$ cat src/rtl/mem_watch_pkg.sv
// Shared sizing helpers for the data-memory watch unit.
// An event is packed as {ch, data, ts}, with ch at the MSB end.
package mem_watch_pkg;

  function automatic int ch_w(input int num_ch);
    return (num_ch > 1) ? $clog2(num_ch) : 1;
  endfunction

  function automatic int ev_w(input int num_ch, input int data_w, input int ts_w);
    return ch_w(num_ch) + data_w + ts_w;
  endfunction

  // Low bit of channel ch inside the flattened shadow window.
  function automatic int slice_lo(input int ch, input int data_w);
    return ch * data_w;
  endfunction

endpackage

$ cat src/rtl/watch_fifo.sv
// Synchronous event FIFO. An extra pointer bit tells full from empty.
// A push into a full FIFO is accepted when a pop happens in the same cycle.
module watch_fifo #(
  parameter int W     = 8,
  parameter int DEPTH = 16
) (
  input  logic         clk,
  input  logic         rst,
  input  logic         push,
  input  logic [W-1:0] din,
  input  logic         pop,
  output logic [W-1:0] dout,
  output logic         full,
  output logic         empty
);
  localparam int AW = $clog2(DEPTH);

  logic [W-1:0] mem [DEPTH];
  logic [AW:0]  wr_ptr;
  logic [AW:0]  rd_ptr;
  logic         do_push;
  logic         do_pop;

  assign empty   = (wr_ptr == rd_ptr);
  assign full    = (wr_ptr[AW] != rd_ptr[AW]) && (wr_ptr[AW-1:0] == rd_ptr[AW-1:0]);
  assign do_pop  = pop && !empty;
  assign do_push = push && (!full || do_pop);
  // Head reads zero when empty so the event fields are clean after reset.
  assign dout    = empty ? '0 : mem[rd_ptr[AW-1:0]];

  always_ff @(posedge clk) begin
    if (do_push) mem[wr_ptr[AW-1:0]] <= din;
  end

  always_ff @(posedge clk) begin
    if (!rst) begin
      wr_ptr <= '0;
      rd_ptr <= '0;
    end else begin
      if (do_push) wr_ptr <= wr_ptr + 1'b1;
      if (do_pop)  rd_ptr <= rd_ptr + 1'b1;
    end
  end

endmodule

$ cat src/rtl/mem_watch.sv
// Data-memory watch unit: shadows a window of addresses and queues
// timestamped change events; flags completion after a quiet period.
module mem_watch
  import mem_watch_pkg::*;
#(
  parameter int DATA_W     = 8,
  parameter int ADDR_W     = 8,
  parameter int BASE       = 8,
  parameter int NUM_CH     = 20,
  parameter int DEPTH      = 16,
  parameter int TS_W       = 32,
  parameter int IDLE_LIMIT = 1000
) (
  input  logic                       clk,
  input  logic                       rst,
  input  logic                       wr_en,
  input  logic [ADDR_W-1:0]          wr_addr,
  input  logic [DATA_W-1:0]          wr_data,
  output logic [NUM_CH*DATA_W-1:0]   mem_flat,
  output logic                       ev_valid,
  input  logic                       ev_ready,
  output logic [ch_w(NUM_CH)-1:0]    ev_ch,
  output logic [DATA_W-1:0]          ev_data,
  output logic [TS_W-1:0]            ev_time,
  output logic                       overflow,
  output logic                       done
);
  localparam int CW = ch_w(NUM_CH);
  localparam int EW = ev_w(NUM_CH, DATA_W, TS_W);
  localparam int IW = $clog2(IDLE_LIMIT + 1);
  localparam logic [IW-1:0] IDLE_MAX = IW'(IDLE_LIMIT);

  logic [NUM_CH*DATA_W-1:0] shadow;
  logic [TS_W-1:0]          ts;
  logic [IW-1:0]            idle;
  logic [31:0]              offset;
  logic [CW-1:0]            ch;
  logic [DATA_W-1:0]        old;
  logic                     hit;
  logic                     change;
  logic                     pop;
  logic                     full;
  logic                     empty;
  logic [EW-1:0]            ev_in;
  logic [EW-1:0]            ev_out;

  assign offset = 32'(wr_addr) - 32'(BASE);
  assign hit    = wr_en && (32'(wr_addr) >= 32'(BASE)) && (offset < 32'(NUM_CH));
  assign ch     = CW'(offset);
  assign old    = shadow[slice_lo(int'(ch), DATA_W) +: DATA_W];
  assign change = hit && (wr_data != old);
  assign pop    = !empty && ev_ready;
  assign ev_in  = {ch, wr_data, ts};

  watch_fifo #(.W(EW), .DEPTH(DEPTH)) u_fifo (
    .clk   (clk),
    .rst   (rst),
    .push  (change),
    .din   (ev_in),
    .pop   (pop),
    .dout  (ev_out),
    .full  (full),
    .empty (empty)
  );

  always_ff @(posedge clk) begin
    if (!rst) begin
      shadow   <= '0;
      ts       <= '0;
      idle     <= '0;
      overflow <= 1'b0;
      done     <= 1'b0;
    end else begin
      if (hit) shadow[slice_lo(int'(ch), DATA_W) +: DATA_W] <= wr_data;
      if (ts != '1) ts <= ts + 1'b1;
      if (change && full && !pop) overflow <= 1'b1;
      // Same-value rewrites do not count as activity for the idle timer.
      if (change) begin
        idle <= '0;
      end else if (idle != IDLE_MAX) begin
        idle <= idle + 1'b1;
        if (idle == IDLE_MAX - 1'b1) done <= 1'b1;
      end
    end
  end

  assign mem_flat = shadow;
  assign ev_valid = !empty;
  assign ev_ch    = ev_out[EW-1 -: CW];
  assign ev_data  = ev_out[TS_W +: DATA_W];
  assign ev_time  = ev_out[TS_W-1:0];

endmodule
$ cat config.mk
export PLATFORM = sky130hd
export DESIGN_NAME = mem_watch
export DESIGN_NICKNAME = d
export VERILOG_FILES = /design/src/rtl/mem_watch_pkg.sv /design/src/rtl/watch_fifo.sv /design/src/rtl/mem_watch.sv
export SDC_FILE = /design/constraint.sdc
export NUM_CORES = 1
export LEC_CHECK = 0
export CAP_MARGIN = 20
export CORE_MARGIN = 1
export CORE_UTILIZATION = 54
export DETAILED_ROUTE_END_ITERATION = 7
export HOLD_SLACK_MARGIN = 0.1
export PLACE_DENSITY = 0.73
export SYNTH_ARGS = -nofsm -noshare
export SYNTH_HDL_FRONTEND = slang
export SYNTH_SLANG_ARGS = --single-unit
$ cat constraint.sdc
create_clock -name clk -period 25.2 [get_ports clk]
set_input_delay 2.52 -clock clk [delete_from_list [all_inputs] [get_ports clk]]
set_output_delay 2.52 -clock clk [all_outputs]
set_load 0.03 [all_outputs]
After elaboration in Yosys (flattened, before gate mapping)
Memories as Yosys holds them, arrays and structs flattened. A register that Yosys moved wholly into a read port is not among the register bits.
Cells that the tools add are included.
Operators by class
  add/subtract/negate cells: 6
  $lt $le $gt $ge: 2
  equality and inequality tests: 7
  shifts and indexed selects: 3
  muxes and demuxes: 6
  bitwise operators: 2
  reductions and logical operators: 15
Operator list (number)
  $bwmux 160: 1
  $shift 8x33->160 const A: 1
  $shiftx 160x9->8: 1
  $shiftx 8x33->160: 1
  $mux 45: 1
  $neg 8->33: 1
  $add 32x1->32 const B: 1
  $lt 32x5->1 const B: 1
  $ne 32x32->1 const B: 1
  $add 10x1->10 const B: 1
  $add 5x1->5 const B: 2
  $eq 10x10->1 const B: 1
  $ne 10x10->1 const B: 1
  $logic_and 1x1->1: 9
  $sub 8x4->9 const B: 1
  $ge 8x4->1 const B: 1
  $mux 4: 2
  $ne 8x8->1: 1
  $eq 5x5->1: 1
  $eq 4x4->1: 1
  $logic_not 1->1: 3
  $reduce_and 3->1: 1
  $mux 1: 2
  $not 1->1: 2
  3 further kinds: 3
Word-level totals
  bits in registers: 214
  memory bits (writable): 720
  input bits: 20
  output and inout bits: 208
  memories kept: 1
Memories
  u_fifo.mem: words 16, bits a word 45, read ports 1, clocked after memory_dff 1, write ports 1, RTL line watch_fifo.sv:18  | logic [W-1:0] mem [DEPTH];

Depth between registers and ports, before layout
  depth in word-level cells: 8
  gate-level depth with buffers: 15

Hierarchy
A second synthesis with hierarchy kept.
Second synthesis, totals
  cells, all modules: 2420
  area total of the unflattened synthesis: 37703.7 um2
By module, submodules not included
  watch_fifo: times used 1, cells each 1194, area each 27604.0 um2
  mem_watch: times used 1, cells each 1226, area each 10099.7 um2

Worst setup path after synthesis
No wires, ideal clock.
  kind: input-to-reg
  start point: in wr_addr[3]
  end point: reg u_fifo.wr_ptr[4]
  data arrival time: 9.396 ns
  data required time: 24.867 ns
  setup slack: 15.471 ns
  stages: 11
  cells stage by stage: buf_2 inv_1 ha_1 buf_1 inv_1 a2111o_1 o2111a_1 o2111ai_1 nor4b_4 nor4_1 mux2i_1
Between the ends
  word-level cells in the longest chain between the ends: 5
  elaborated cells on any way between the ends: 9
  those cells by class: 1 x add/sub; 2 x order compare; 1 x eq/ne; 1 x shift; 4 x reduce/logical
Ends and longest elaborated chain
  from (decl): RTL line mem_watch.sv:17  | input logic [ADDR_W-1:0] wr_addr,
  $sub 8x4->9 *: RTL line mem_watch.sv:47  | assign offset = 32'(wr_addr) - 32'(BASE);
  via offset[3]: RTL line mem_watch.sv:36  | logic [31:0] offset;
  $shiftx 160x9->8 or $lt 32x5->1 (tied branches): RTL line mem_watch.sv:50, mem_watch.sv:48
  $ne 8x8->1 or $logic_and 1x1->1 (tied branches): RTL line mem_watch.sv:51, mem_watch.sv:48
  $logic_and 1x1->1 *: RTL line mem_watch.sv:51  | assign change = hit && (wr_data != old);
  $logic_and 1x1->1 *: RTL line watch_fifo.sv:27  | assign do_push = push && (!full || do_pop);
  to (signal assigned): RTL line watch_fifo.sv:40  | if (do_push) wr_ptr <= wr_ptr + 1'b1;
  to (decl): RTL line watch_fifo.sv:19  | logic [AW:0] wr_ptr;
Mark *: on every way through the listed nets, which the timed path passes. The rest lies on a longest branch.
A chain may end at the register's enable or synchronous reset.

==> out/summary.txt <==
Final worst-path cycle share -> 30.81%
CP Capture Type -> output pin
Layout Utilization -> 63.88%
Syn Nets -> 2442
Worst reg2reg setup slack -> 20.82 ns
Final weighted congestion in routability-driven placement -> 0.9383
Post-Route WL -> 98590 um
Worst reg-to-reg path cell count -> 8
Total CTS buffers -> 93
DR WL/cell -> 27.05 um
DRC -> 0
Boundary Pins -> 228
Yosys warnings -> 0
Final Hold Violating Endpoints -> 0
Maximum clock path buffer count -> 3
Floorplan row count -> 97
Min-Delay Endpoint -> overflow
Via-per-instance ratio -> 6.244
Classification of the worst setup path -> reg2out
Final Instance Area -> 45040 um^2
Reg2Reg Capture Point -> u_fifo.mem[14][42]
Core area -> 70510 um^2
Postcts setup bufs -> 0
Syn avg cell area -> 16.10 um^2
H-tree Lvls -> 3
Worst-path clk slew -> 0.06 ns
Slew margin rel. -> 20.74%
Clock sink total -> 938
Die height -> 269.9 um
Worst r2r src -> mem_flat[114]
RSZ-0062 raised after global routing -> false
Worst skew pair latency -> 0.66 ns
Most frequent cells in the layout -> edfxtp_1, clkdlybuf4s50_1, dfxtp_1, mux4_2, nand2_1
Outcome -> finished, final reports clean
Hold Startpoint -> overflow
CP Data Required Time -> 22.68 ns
HPWL Detailed -> 59310 um
Yosys reg bits -> 938
Power Dens Cells -> 70.00 nW/um^2
EDFF count, synth -> 720
Port Buffers -> 227
CTS tree -> built
Worst clock skew -> 0.02721 ns
Setup-failing EPs final -> 0
Post-Synthesis Cells -> 2407
Resize count post-CTS -> 0
Max Fclk -> 0.1288 GHz
Initial DRC count -> 2212
Max-cap violations -> 0
Tightest Pin Transition -> 1.178 ns
Via count -> 22760
Clk root buf -> clkbuf_16
Final Max Tran Viols -> 0
Setup_tns -> 0 ns
Library cells used by synthesis -> 65
Hold_buf cts -> 0
Number of global-route vias before repair -> 23220
Final nets -> 2665
Most used DFF post-synth -> edfxtp_1
First-pass GRT wire length -> 147700 um
Min cycle time layout -> 7.764 ns
Critical path fanouts, max -> 47
Most common cell after layout, fill and taps aside -> edfxtp_1
GRT overflow -> 0
Startpoint Class -> register
Static Leak -> 14.11 nW
Largest net degree at the start of global routing -> 118
WP data arrival -> 5.24 ns
Final WS setup -> 17.44 ns
Hold Path Class -> reg2reg
Layout cells sized above 1 -> 16.71%
All-layer global routing usage -> 27.12%
Register area share after synthesis -> 67.06%
Starting density of the core -> 54.95%
ANT cells -> 0
Router iterations before antenna repair -> 7
Post-Syn Area -> 38750 um^2
Die ar. -> 72830 um^2
Setup WS pre-CTS -> 17.07 ns
Antenna violations before repair -> 2
WHS Path Cells -> 1
Final antenna-violating net count -> 0
Async set or reset register ratio after synthesis -> 0%
Overall power -> 0.003153 W
DP Area -> 42010 um^2
Die X -> 269.9 um
P&R area growth vs syn -> 16.25%
Maximum vdd drop -> 0.05483 mV
==> stage by stage <==
step	cells	hold slack (ns)
2_1_floorplan	2407	0.4552
3_3_place_gp	3470	0.4604
3_5_place_dp	3471	0.4603
4_1_cts	3641	0.4743
5_1_grt	3645	0.4996
6_report	3645	0.4741
==> synthesized netlist by cell type, drive strengths merged (23+ instances only) <==
library cell | n | area, um^2
mux2i | 146 | 1461
clkbuf | 117 | 439.2
a21boi | 98 | 735.7
xor2 | 23 | 201.4
buf | 35 | 187.7
dfxtp | 218 | 4364
nor2 | 50 | 200.2
nand4 | 52 | 325.3
mux4 | 205 | 4617
nand3 | 64 | 325.3
a211oi | 90 | 675.7
nor2b | 128 | 800.8
and2 | 48 | 300.3
nand2 | 149 | 559.3
xnor2 | 30 | 262.8
edfxtp | 720 | 21620
o21ai | 23 | 118.9
==> how the worst max path moves through the flow <==
| stage | cells after the start | end | slack, ns |
|---|---|---|---|
| after floorplan | 11 | u_fifo.wr_ptr[4] | 15.47 |
| after global placement | 11 | u_fifo.mem[14][31] | 17.26 |
| after detailed placement | 11 | u_fifo.mem[14][30] | 17.07 |
| after CTS | 7 | ev_time[1] | 17.03 |
| after global routing | 8 | ev_time[1] | 17.03 |
| final | 8 | ev_ch[2] | 17.44 |
==> state kept, by name (all words and copies together), names as in the netlist, named ones only <==
name	count
done	1
mem_flat	160
u_fifo.rd_ptr	5
ts	32
u_fifo.mem	720
overflow	1
idle	10
u_fifo.wr_ptr	5
==> critical path, stage by stage (launching register included) <==
cell,delay [ns]
dfxtp_4,0.95
buf_4,0.77
buf_4,0.47
buf_16,0.33
mux4_2,0.53
nor2b_1,0.14
a211oi_1,0.53
a211oi_1,0.11
clkdlybuf4s50_1,0.64
==> logic make-up after synthesis <==
group,after synthesis,share of synthesized area [%]
flops,938,67.06
simple gates,603,8.538
mux,355,15.80
compound gates,270,5.095
buf+inv,173,1.821
xor+xnor,53,1.198
fa+ha+maj,15,0.4844
==> layer usage <==
metal / GRT usage [%] / up-vias / share of wire [%] / wire (um)
met5: 0 / - / 0.025 / 25
met3: 4.534 / 234 / 6.9 / 6787
met1: 35.78 / 11620 / 40 / 39080
met2: 44.95 / 1023 / 49 / 48530
li1: - / 9878 / - / -
met4: 11.03 / 4 / 4.2 / 4169
==> area by class of cell <==
| cell class | instances | area (um^2) |
|---|---|---|
| multi-input cells | 1296 | 12130 |
| clock inverters | 57 | 513.0 |
| clock buffers | 113 | 2444 |
| flip-flops and latches | 938 | 26000 |
| inverters | 21 | 78.83 |
| fillers | 4918 | 25470 |
| well taps | 940 | 1176 |
| repair buffers | 280 | 2701 |
==> power breakdown <==
group	switching [W]	internal, W
logic	0.0000892	0.0000566
registers	0.00000640	0.00165
clock network	0.000583	0.000765
total	0.000679	0.00247
Note: power is estimated with default switching activity, not from simulation.
